**config.mk**
```make
export PLATFORM = sky130hd
export DESIGN_NAME = msdap_out_serializer
export DESIGN_NICKNAME = d
export VERILOG_FILES = /design/src/rtl/msdap_pkg.sv /design/src/rtl/msdap_result_fifo.sv /design/src/rtl/msdap_out_serializer.sv
export SDC_FILE = /design/constraint.sdc
export NUM_CORES = 1
export LEC_CHECK = 0
export CELL_PAD_IN_SITES_DETAIL_PLACEMENT = 1
export CELL_PAD_IN_SITES_GLOBAL_PLACEMENT = 1
export CORE_MARGIN = 5
export CORE_UTILIZATION = 35
export DETAILED_ROUTE_END_ITERATION = 16
export PLACE_DENSITY_LB_ADDON = 0.1
export SETUP_SLACK_MARGIN = 0.05
export SYNTH_ARGS = -nofsm -noshare
export SYNTH_HDL_FRONTEND = slang
export SYNTH_SLANG_ARGS = --single-unit
export TNS_END_PERCENT = 1
```
**constraint.sdc**
```tcl
create_clock -name SCLK -period 40.2 [get_ports SCLK]
set_input_delay 8.04 -clock SCLK [delete_from_list [all_inputs] [get_ports SCLK]]
set_output_delay 8.04 -clock SCLK [all_outputs]
set_load 0.005 [all_outputs]
```
**src/rtl/msdap_pkg.sv**
```systemverilog
// MSDAP shared types for the output serializer slice.
// Holds word width, result buffer depth, FSM states and the stereo pair.
package msdap_pkg;

    localparam int MSDAP_OUT_W     = 40;
    localparam int MSDAP_OUT_DEPTH = 2;

    typedef enum logic {
        IDLE,
        SHIFT
    } oser_state_e;

    typedef struct packed {
        logic [MSDAP_OUT_W-1:0] L;
        logic [MSDAP_OUT_W-1:0] R;
    } result_pair_t;

endpackage

```
**src/rtl/msdap_result_fifo.sv**
```systemverilog
// Circular buffer of stereo result pairs between the FIR datapath
// and the serializer; pointers carry one wrap bit for full/empty.
module msdap_result_fifo
    import msdap_pkg::*;
#(
    parameter int DEPTH = MSDAP_OUT_DEPTH
) (
    input  logic         SCLK,
    input  logic         Reset_n,
    input  logic         clear,
    input  logic         push,
    input  logic         pop,
    input  result_pair_t wrData,
    output result_pair_t rdData,
    output logic         full,
    output logic         empty
);

    localparam int AW = $clog2(DEPTH);

    result_pair_t mem [DEPTH];
    logic [AW:0]  wrPtr;
    logic [AW:0]  rdPtr;

    always_ff @(posedge SCLK or negedge Reset_n) begin
        if (!Reset_n) begin
            wrPtr <= '0;
            rdPtr <= '0;
        end else if (clear) begin
            wrPtr <= '0;
            rdPtr <= '0;
        end else begin
            if (push) wrPtr <= wrPtr + (AW+1)'(1);
            if (pop)  rdPtr <= rdPtr + (AW+1)'(1);
        end
    end

    always_ff @(posedge SCLK) begin
        if (push) mem[wrPtr[AW-1:0]] <= wrData;
    end

    assign rdData = mem[rdPtr[AW-1:0]];
    assign empty  = (wrPtr == rdPtr);
    assign full   = (wrPtr[AW] != rdPtr[AW]) &&
                    (wrPtr[AW-1:0] == rdPtr[AW-1:0]);

endmodule

```
**src/rtl/msdap_out_serializer.sv**
```systemverilog
// MSDAP output stage: buffers stereo results and shifts them out MSB-first.
// Define MSDAP_OSER_DROP_CNT_EN to add the saturating DropCnt port.
module msdap_out_serializer
    import msdap_pkg::*;
#(
    parameter int OUT_W = MSDAP_OUT_W,
    parameter int DEPTH = MSDAP_OUT_DEPTH
) (
    input  logic             SCLK,
    input  logic             Reset_n,
    input  logic             Clear,
    input  logic             result_valid,
    input  logic [OUT_W-1:0] ResultL,
    input  logic [OUT_W-1:0] ResultR,
    output logic             OutputL,
    output logic             OutputR,
    output logic             OutReady,
`ifdef MSDAP_OSER_DROP_CNT_EN
    output logic [7:0]       DropCnt,
`endif
    output logic             Overflow
);

    localparam int CW = $clog2(OUT_W);
    localparam logic [CW-1:0] LAST = CW'(OUT_W - 1);

    oser_state_e  state;
    oser_state_e  nextState;
    logic [OUT_W-1:0] shL;
    logic [OUT_W-1:0] shR;
    logic [CW-1:0] bitCnt;
    logic          pop;
    logic          push;
    logic          drop;
    logic          full;
    logic          empty;
    result_pair_t  inPair;
    result_pair_t  headPair;

    assign inPair = '{L: ResultL, R: ResultR};

    msdap_result_fifo #(
        .DEPTH (DEPTH)
    ) u_fifo (
        .SCLK    (SCLK),
        .Reset_n (Reset_n),
        .clear   (Clear),
        .push    (push),
        .pop     (pop),
        .wrData  (inPair),
        .rdData  (headPair),
        .full    (full),
        .empty   (empty)
    );

    always_comb begin
        nextState = state;
        pop       = 1'b0;
        unique case (state)
            IDLE: begin
                if (!empty) begin
                    pop       = 1'b1;
                    nextState = SHIFT;
                end
            end
            SHIFT: begin
                if (bitCnt == LAST) nextState = IDLE;
            end
        endcase
        if (Clear) begin
            nextState = IDLE;
            pop       = 1'b0;
        end
        // a same-cycle pop frees the slot the incoming pair needs
        push = result_valid && !Clear && (!full || pop);
        drop = result_valid && !Clear && full && !pop;
    end

    always_ff @(posedge SCLK or negedge Reset_n) begin
        if (!Reset_n) begin
            state    <= IDLE;
            shL      <= '0;
            shR      <= '0;
            bitCnt   <= '0;
            Overflow <= 1'b0;
        end else begin
            state <= nextState;
            if (Clear) begin
                shL      <= '0;
                shR      <= '0;
                bitCnt   <= '0;
                Overflow <= 1'b0;
            end else begin
                if (pop) begin
                    shL    <= headPair.L;
                    shR    <= headPair.R;
                    bitCnt <= '0;
                end else if (state == SHIFT) begin
                    // after OUT_W shifts the registers are zero again
                    shL    <= shL << 1;
                    shR    <= shR << 1;
                    bitCnt <= (bitCnt == LAST) ? '0 : bitCnt + CW'(1);
                end
                if (drop) Overflow <= 1'b1;
            end
        end
    end

`ifdef MSDAP_OSER_DROP_CNT_EN
    always_ff @(posedge SCLK or negedge Reset_n) begin
        if (!Reset_n) begin
            DropCnt <= '0;
        end else if (Clear) begin
            DropCnt <= '0;
        end else if (drop && DropCnt != 8'hFF) begin
            DropCnt <= DropCnt + 8'd1;
        end
    end
`endif

    assign OutputL  = shL[OUT_W-1];
    assign OutputR  = shR[OUT_W-1];
    assign OutReady = (state == SHIFT);

endmodule

```
==> summary.md, run 1 <==
| Metric | Value |
|---|---|
| 1st-iter DRT viols | 327 |
| Cell Count, Final, Fillers Out | 1038 |
| Warnings from Yosys | 0 |
| WP data arrival | 10.54 ns |
| Share of layout cells above drive strength 1 | 0.0861 |
| Clk sink count | 252 |
| WL per Instance | 18.6 um |
| Core area | 0.0270 mm^2 |
| Clock transition at path regs | 0.05 ns |
| Die Width | 175 um |
| Final weighted congestion in routability-driven placement | 0.659 |
| Top post-synthesis cells by count | edfxtp_1, dfrtp_1, mux2i_1 |
| Total power | between 700 and 800 uW |
| Post-DP Area | 0.0106 mm^2 |
| Hold_buf cts | 0 |
| Setup repair bufs after CTS | 0 |
| Leak Pwr | between 0.004 and 0.005 uW |
| Status | finished clean |
| Fin util | 0.431 |
| Hold Crit Class | register to register |
| Num ports | 88 |
| Design area | 0.0116 mm^2 |
| Vias in the first global route | 5962 |
| Deepest clock path buffer count | 3 |
| Async set-reset flop share out of synthesis | 0.365 |
| Mapped Avg Cell Area | 16.3 um^2 |
| CP required | slightly above 40 ns |
| GRT Total Usage | 0.125 |
| PortBufs | 87 |
| Largest net degree at the start of global routing | 83 |
| Fin. max-slew vios | 0 |
| Slew @ Worst Pin | 1.18 ns |
| Startpoint type of the worst setup path | primary input |
| Area delta synth->final | 21.2% |
| CTS Root Buffer Type | clkbuf_16 |
| #FFs+latches synth | 252 |
| Post-synth top area share | 0.501 |
| Syn nets | 674 |
| RSZ-0062 raised after global routing | false |
| CP max FO | 80 |
| Final wirelength | 19300 um |
| DRC viols | 0 |
| Clk_lat worst skew | 0.53 ns |
| Relative slew slack | 0.213 |
| Die area | 0.0308 mm^2 |
| CTS tree | yes |
| Final Skew | 0.0202 ns |
| Post-DP HPWL | 10900 um |
| Starting Density | 0.356 |
| FP Rows | 60 |
| Final Hold Fails | 0 |
| DR pass1 iterations | 4 |
| Antenna viol nets, final | 0 |
| Routed via count | 5244 |
| Placed Cells | about 1000 |
| Die Y | approximately 180 um |
| First-pass GRT wire length | 31400 um |
| Max cap viols | 0 |
| Final setup violating endpoints | 0 |
| Synth Flop Type | edfxtp_1 |
| Achievable Freq | a little under 100 MHz |
| Setup CP Type | primary input to register |
| Post-synth EDFFs | 160 |
| Most frequent cell after synthesis | edfxtp_1 |
| Grt ovf | 0 |
| Nets | 760 |
| Vias per inst | 5.05 |
| Sequential share of the synthesized area | 0.742 |
| Diode count | 0 |
| Worst VDD drop | about 0.000033 V |
| Final Cycle Share | 0.259 |
| Total Neg Setup Slack | 0 ns |
| Initial antenna violation count | 0 |
| TritonCTS Buffers | 28 |
| Netlist cell types | 36 |
| Syn Inst Count | 589 |
| Dominant cell type by area after synthesis | edfxtp_1 |
| Post-CTS Resized | 0 |
| Post-layout min period | roughly 10 ns |
| CTS H-tree depth | 1 |
| Pwr dens | between 60 and 70 mW/mm^2 |
| Synth area leaders | edfxtp_1, dfrtp_1, mux2i_1 |
| Post-Syn Area | 0.00958 mm^2 |
| Endpoint class of the critical path | register |
-- cell usage in the layout, fill, tap and decap left out, types with 6 or more instances in the layout --
| cell type | n |
|---|---|
| clkbuf_1 | 9 |
| mux2i_1 | 81 |
| nor2_1 | 10 |
| dfrtp_1 | 91 |
| o21ai_1 | 79 |
| clkbuf_8 | 7 |
| a21oi_1 | 6 |
| nand2_1 | 12 |
| buf_4 | 8 |
| a22oi_1 | 78 |
| edfxtp_1 | 160 |
| clkbuf_16 | 29 |
| clkdlybuf4s50_1 | 86 |
-- power breakdown --
group / switching, uW / internal (uW) / leakage [uW]
logic: 66.9 / 46.9 / 0.000922
clock network: 96.9 / 164 / 0.000473
registers: 29.3 / 319 / 0.00271
-- critical path, cell delays in order --
cell and delay (ns):
clkdlybuf4s50_1 0.66, or2_1 0.42, a31oi_1 0.29, nor2b_4 0.19, buf_4 0.87
-- layout make-up --
type | instances | area [um^2]
well taps | 341 | 427
inverters | 3 | 11.3
multi-input cells | 296 | 2180
clock inverters | 7 | 113
flip-flops and latches | 252 | 7110
repair buffers | 94 | 921
fillers | 2628 | 15300
clock buffers | 45 | 856
-- routing by layer --
layer | up-vias | track usage | routed length [um]
li1 | 2455 | - | -
met1 | 2672 | 0.161 | 8610
met2 | 91 | 0.218 | 9610
met3 | 26 | 0.0239 | 764
met4 | 0 | 0.0348 | 337
met5 | - | 0 | 0
-- state kept, by name (all words and copies together) (netlist names) --
| register | cells |
|---|---|
| u_fifo.wrPtr | 2 |
| shR | 40 |
| bitCnt | 6 |
| u_fifo.rdPtr | 2 |
| u_fifo.mem | 160 |
| shL | 40 |
| Overflow | 1 |
| OutReady | 1 |
-- worst paths after layout --
| kind | from | endpoint | slack, ns | cells after the start |
|---|---|---|---|---|
| worst max register to register | u_fifo.rdPtr[0] | u_fifo.mem[0][46] | 37.40 | 3 |
| worst max-delay path | Clear | u_fifo.mem[1][48] | 29.79 | 5 |
| worst min register to register | bitCnt[5] | bitCnt[5] | 0.48 | 1 |
| max in group asynchronous | Reset_n | u_fifo.rdPtr[0] | 31.49 | 2 |
| worst min-delay path | bitCnt[5] | bitCnt[5] | 0.48 | 1 |
| min in group asynchronous | Reset_n | shR[15] | 7.43 | 1 |
-- kinds of logic (layout without fill, tap and decap cells) --
logic type | count (synthesis) | count (layout) | synth area share
fa+ha+maj | 1 | 1 | 0.00131
mux | 81 | 81 | 0.0846
buf+inv | 41 | 149 | 0.0343
xor+xnor | 5 | 5 | 0.00614
simple gates | 35 | 35 | 0.0180
compound gates | 174 | 174 | 0.114
flops | 252 | 252 | 0.742
-- per-stage QoR --
stage	hold slack [ns]	setup WS [ns]
global route	0.508	29.59
detailed placement	0.476	29.19
floorplan	0.443	18.44
CTS	0.483	29.74
global placement	0.454	29.30
finish	0.479	29.79
(Power assumes the default switching activity.)
==> run 2, diff against run 1 <==
- clock period: 40.2 -> 9.55 ns (I/O delays scaled with it)
==> run 2 against run 1 <==
  * Hold slack improved by 0.0094 ns
  * Setup slack lost 25 ns
  * Via count rose by 1.0%
  * Sequential share of layout area grew 0.27 points
  * Die area is the same
  * Clock skew fell by 0.011 ns
  * Critical path depth up 1
  * Sequential power grew to 4.2 times the previous value
  * Register-to-register slack got worse by 31 ns
  * Total power rose to 4.1 times the previous value
  * Utilization is 0.19 points lower
  * Critical path type unchanged
  * Largest power group unchanged
  * Highest routed layer unchanged
==> summary.md, run 2 (synthesis results as in run 1) <==
| Metric | Value |
|---|---|
| Status | finished clean |
| Fin util | 0.429 |
| Seq pwr share | 0.490 |
| CTS Root Buffer Type | clkbuf_16 |
| Clock transition at path regs | about 0.060 ns |
| CP required | about 10 ns |
| Initial antenna violation count | 0 |
| Achievable Freq | 221 MHz |
| Routed via count | 5298 |
| Post-DP HPWL | 10900 um |
| Setup repair bufs after CTS | 0 |
| Starting Density | 0.356 |
| Hold_buf cts | 0 |
| Sw Share | 0.272 |
| Hold path depth | 1 |
| First-pass GRT wire length | 30600 um |
| Fillers | 2665 |
| R2r startpoint | u_fifo.rdPtr[0] |
| Critical R2R Capture | shL[7] |
| Total Neg Setup Slack | 0 ns |
| Fin. max-slew vios | 0 |
| TritonCTS Buffers | 28 |
| Num ports | ~90 |
| Largest register FFs | 160 |
| WP data arrival | between 4 and 5 ns |
| Worst Hold End | bitCnt[5] |
| FP Rows | 60 |
| Relative slew slack | 0.191 |
| Core area | ~0.027 mm^2 |
| Clk network pwr share | 0.348 |
| DRC viols | 0 |
| Setup CP Type | primary input to register |
| Slew @ Worst Pin | 1.21 ns |
| Final Hold Fails | 0 |
| Clk_lat worst skew | 0.53 ns |
| PortBufs | 87 |
| Pwr dens | 258 mW/mm^2 |
| Int Pwr | 2170 uW |
| Most frequent cells in the layout | edfxtp_1, dfrtp_1, clkdlybuf4s50_1 |
| Largest net degree at the start of global routing | ~80 |
| GRT Total Usage | 0.121 |
| Post-CTS Resized | 0 |
| CP max FO | between 50 and 60 |
| Hold Crit Class | register to register |
| Final Skew | 0.00911 ns |
| Comb pwr share | 0.162 |
| Area delta synth->final | 20.7% |
| Reg area | between 0.007 and 0.008 mm^2 |
| Final weighted congestion in routability-driven placement | 0.667 |
| Post-layout min period | 4.52 ns |
| Reg2Reg Depth | 5 |
| RSZ-0062 raised after global routing | false |
| Diode count | 0 |
| Final setup violating endpoints | 0 |
| Grt ovf | 0 |
| CTS tree | yes |
| WL per Instance | 18.2 um |
| Startpoint type of the worst setup path | primary input |
| Worst VDD drop | 0.000131 V |
| Commonest non-fill, non-tap cell in the layout | edfxtp_1 |
| Nets | 760 |
| Vias per inst | 5.11 |
| CTS H-tree depth | 1 |
| Final Cycle Share | 0.473 |
| Leak Pwr | 0.00407 uW |
| 1st-iter DRT viols | just over 300 |
| Die Width | 175 um |
| Clk sink count | 252 |
| Area occupied by multi-input gates | 0.00219 mm^2 |
| Die area | 0.0308 mm^2 |
| Worst hold path startpoint | bitCnt[5] |
| Antenna viol nets, final | 0 |
| NetSw | 810 uW |
| Final wirelength | 18800 um |
| Endpoint class of the critical path | register |
| Share of layout cells above drive strength 1 | 0.0819 |
| Vias in the first global route | 5774 |
| DR pass1 iterations | 4 |
| Die Y | 175 um |
| Register-to-register setup slack | approximately 6.5 ns |
| Deepest clock path buffer count | 3 |
| Max cap viols | 0 |
==> run 2: cell count changes in the layout (fill, tap and decap cells not counted), sizes merged <==
cell    change
inv         +1
clkbuf      -9
clkinv      +7
==> run 2: power by group through the flow <==
| stage | logic, uW | registers [uW] | clock network, uW |
|---|---|---|---|
| final | 482 | 1460 | 1040 |
| after global routing | 538 | 1480 | 1120 |
| after CTS | 497 | 1460 | 1070 |
| after detailed placement | 497 | 1480 | 0 |
| after global placement | 481 | 1470 | 0 |
| after floorplan | 406 | 1430 | 0 |
==> run 2: stage by stage <==
step	setup slack (ns)	instance area (um^2)	power, uW	std cells	hold WS, ns
2_1_floorplan	1.80	9590	1830	589	0.443
3_3_place_gp	4.60	10700	1960	986	0.457
3_5_place_dp	4.48	10700	1980	986	0.469
4_1_cts	5.03	11600	3030	1037	0.477
5_1_grt	4.75	11600	3140	1037	0.524
6_report	5.03	11600	2980	1037	0.488
==> run 2: worst max-delay path, cell delays in order <==
cell and delay, ns:
clkdlybuf4s50_1 0.68, or2_1 0.43, nor3_4 0.98, buf_4 0.65, a22oi_1 0.15, o21ai_1 0.13
==> run 2: cell type report <==
cell class / instances / share of cell area
clock buffer: 36 / 0.0640
clock inverter: 15 / 0.0143
inverter: 3 / 0.000974
multi-input combinational: 296 / 0.190
sequential: 252 / 0.615
tap: 341 / 0.0369
timing repair buffer: 94 / 0.0796
==> run 2: layer usage <==
metal | routed length [um] | vias up | global-route usage
li1 | - | 2467 | -
met1 | 8310 | 2714 | 0.160
met2 | 9450 | 99 | 0.208
met3 | 774 | 18 | 0.0232
met4 | 294 | 0 | 0.0302
met5 | 0 | - | 0
==> run 2: worst max path at each step <==
| stage | from | end | slack [ns] | depth (start not counted) |
|---|---|---|---|---|
| floorplan | Clear | u_fifo.mem[0][0] | 1.80 | 4 |
| global placement | Clear | shL[9] | 4.60 | 6 |
| detailed placement | Clear | shL[7] | 4.48 | 6 |
| CTS | Clear | shL[7] | 5.03 | 6 |
| global route | Clear | shR[16] | 4.75 | 6 |
| finish | Clear | shL[7] | 5.03 | 6 |
==> run 3, diff against run 2 <==
- clock period: 9.55 -> 4 ns (I/O delays scaled with it)
==> run 3 against run 2 <==
  * Utilization rose by 0.28 points
  * Hold slack got worse by 0.054 ns
  * Design area rose by 0.65%
  * Combinational power rose by 140%
  * Final cell count rose by 0.58%
  * Setup slack got worse by 3.7 ns
  * Non-clock buffer count rose by 6
  * Largest cell class unchanged
  * Largest power group unchanged
  * Highest routed layer unchanged
==> summary.md, run 3 (synthesis results as in run 1) <==
| Metric | Value |
|---|---|
| Status | finished clean |
| Relative slew slack | 0.329 |
| Final Cycle Share | 0.666 |
| Clock transition at path regs | around 0.060 ns |
| 1st-iter DRT viols | 317 |
| Share of layout cells above drive strength 1 | 0.0926 |
| Post-CTS Resized | 0 |
| CP delay by family, top | flip-flops |
| Placed Cells | between 900 and 1000 |
| Area occupied by multi-input gates | roughly 0.0022 mm^2 |
| Clk_lat worst skew | roughly 0.53 ns |
| Largest net degree at the start of global routing | 76 |
| Leak Pwr | 0.00412 uW |
| Setup repair bufs after CTS | 0 |
| Total power | 7160 uW |
| CP max-delay cell | dfrtp_4 |
| Die Y | ~180 um |
| Startpoint type of the worst setup path | register |
| Fillers | 2644 |
| Cell Count, Final, Fillers Out | 1043 |
| Hold Crit Class | primary input to asynchronous set/reset pin |
| CP required | 4.39 ns |
| Num ports | 88 |
| Critical R2R Capture | shL[17] |
| Final setup violating endpoints | 0 |
| RSZ-0062 raised after global routing | false |
| Achievable Freq | 375 MHz |
| Area delta synth->final | 21.5% |
| Reg area | 0.00711 mm^2 |
| DR pass1 iterations | 4 |
| Final worst setup slack | 1.34 ns |
| WL per Instance | 18.5 um |
| PortBufs | 87 |
| CP max stage delay | 0.91 ns |
| Final wirelength | roughly 19000 um |
| Placement Setup Slack | 0.861 ns |
| Antenna viol nets, final | 0 |
| Final weighted congestion in routability-driven placement | 0.735 |
| Post-DP HPWL | 11700 um |
| Starting Density | 0.356 |
| Largest register FFs | 160 |
| Most frequent cells in the layout | edfxtp_1, dfrtp_1, clkdlybuf4s50_1 |
| Grt ovf | 0 |
| Worst VDD drop | 0.000353 V |
| Slew @ Worst Pin | 1.01 ns |
| Core area | ~0.027 mm^2 |
| Vias per inst | roughly 5.1 |
| CTS tree | yes |
| Routed via count | 5276 |
| Setup CP Type | register to register |
| Final Skew | 0.0172 ns |
| Crit path cell chain | xor2_2, o21ai_4, buf_4, o21ai_1 |
| FP Rows | 60 |
| Fin Hold WS | 0.434 ns |
| GRT Total Usage | 0.125 |
| Fin. max-slew vios | 0 |
| Initial antenna violation count | 0 |
| R2r startpoint | u_fifo.rdPtr[0] |
| Reg2Reg Depth | 4 |
| Pwr dens | 615 mW/mm^2 |
| Nets | 766 |
| TritonCTS Buffers | 28 |
| CP max FO | 40 |
| Endpoint class of the critical path | register |
| Register-to-register setup slack | 1.34 ns |
| DRC viols | 0 |
| Deepest clock path buffer count | 3 |
| Clk sink count | 252 |
| Commonest non-fill, non-tap cell in the layout | edfxtp_1 |
| CTS Root Buffer Type | clkbuf_16 |
| Post-layout min period | 2.66 ns |
| Final Hold Fails | 0 |
| Diode count | 0 |
| Vias in the first global route | 5787 |
| Buf/Inv on CP | 1 |
| Hold_buf cts | 0 |
| Die area | 0.0308 mm^2 |
| Max cap viols | 0 |
| First-pass GRT wire length | 31300 um |
| CTS H-tree depth | 1 |
| Die Width | 175 um |
| WP data arrival | 3.06 ns |
[run 3: metrics by stage]
step	setup TNS, ns	utilization	instance area (um^2)
after floorplan	-38.95	-	9600
after global placement	0	0.398	10700
after detailed placement	0	0.398	10700
after CTS	0	0.432	11600
after global routing	0	0.432	11600
final	0	0.432	11600
[run 3: worst max path at each step]
stage | start | endpoint | slack, ns | cells past startpoint
2_1_floorplan | Clear | u_fifo.mem[0][0] | -0.49 | 4
5_1_grt | u_fifo.rdPtr[0] | shR[6] | 1.10 | 4
6_report | u_fifo.rdPtr[0] | shL[17] | 1.34 | 4
3_5_place_dp | Clear | u_fifo.mem[1][47] | 0.86 | 6
3_3_place_gp | Clear | u_fifo.mem[1][49] | 0.91 | 6
4_1_cts | u_fifo.rdPtr[0] | shL[17] | 1.23 | 4
[run 3: layout make-up]
| type | count | area share |
|---|---|---|
| sequential | 252 | 0.611 |
| clock buffer | 43 | 0.0737 |
| multi-input combinational | 296 | 0.188 |
| timing repair buffer | 100 | 0.0840 |
| clock inverter | 8 | 0.00559 |
| inverter | 3 | 0.000967 |
| tap | 341 | 0.0366 |
[run 3: worst reg2reg max path, delay by kind of cell, from the launching register on]
family	cells	cell delay, ns
DFF	1	0.91
AOI/OAI and AO/OA	2	0.90
buffers and inverters	1	0.45
xor gates and xnor gates	1	0.27
[run 3: where the power goes]
part           internal [uW]  leakage, uW  total (uW)  switching (uW)
Sequential              3200      0.00271        3490             291
Combinational            489     0.000957        1170             682
Clock                   1530     0.000457        2500             970
Total                   5220      0.00412        7160            1940
[run 3: per-layer routing]
| metal | track usage | routed length, um | up-vias | part of all wire |
|---|---|---|---|---|
| met5 | 0 | 0 | - | 0 |
| li1 | - | - | 2484 | - |
| met2 | 0.208 | 9230 | 90 | 0.48 |
| met3 | 0.0235 | 757 | 28 | 0.039 |
| met4 | 0.0344 | 372 | 0 | 0.019 |
| met1 | 0.171 | 8990 | 2674 | 0.46 |
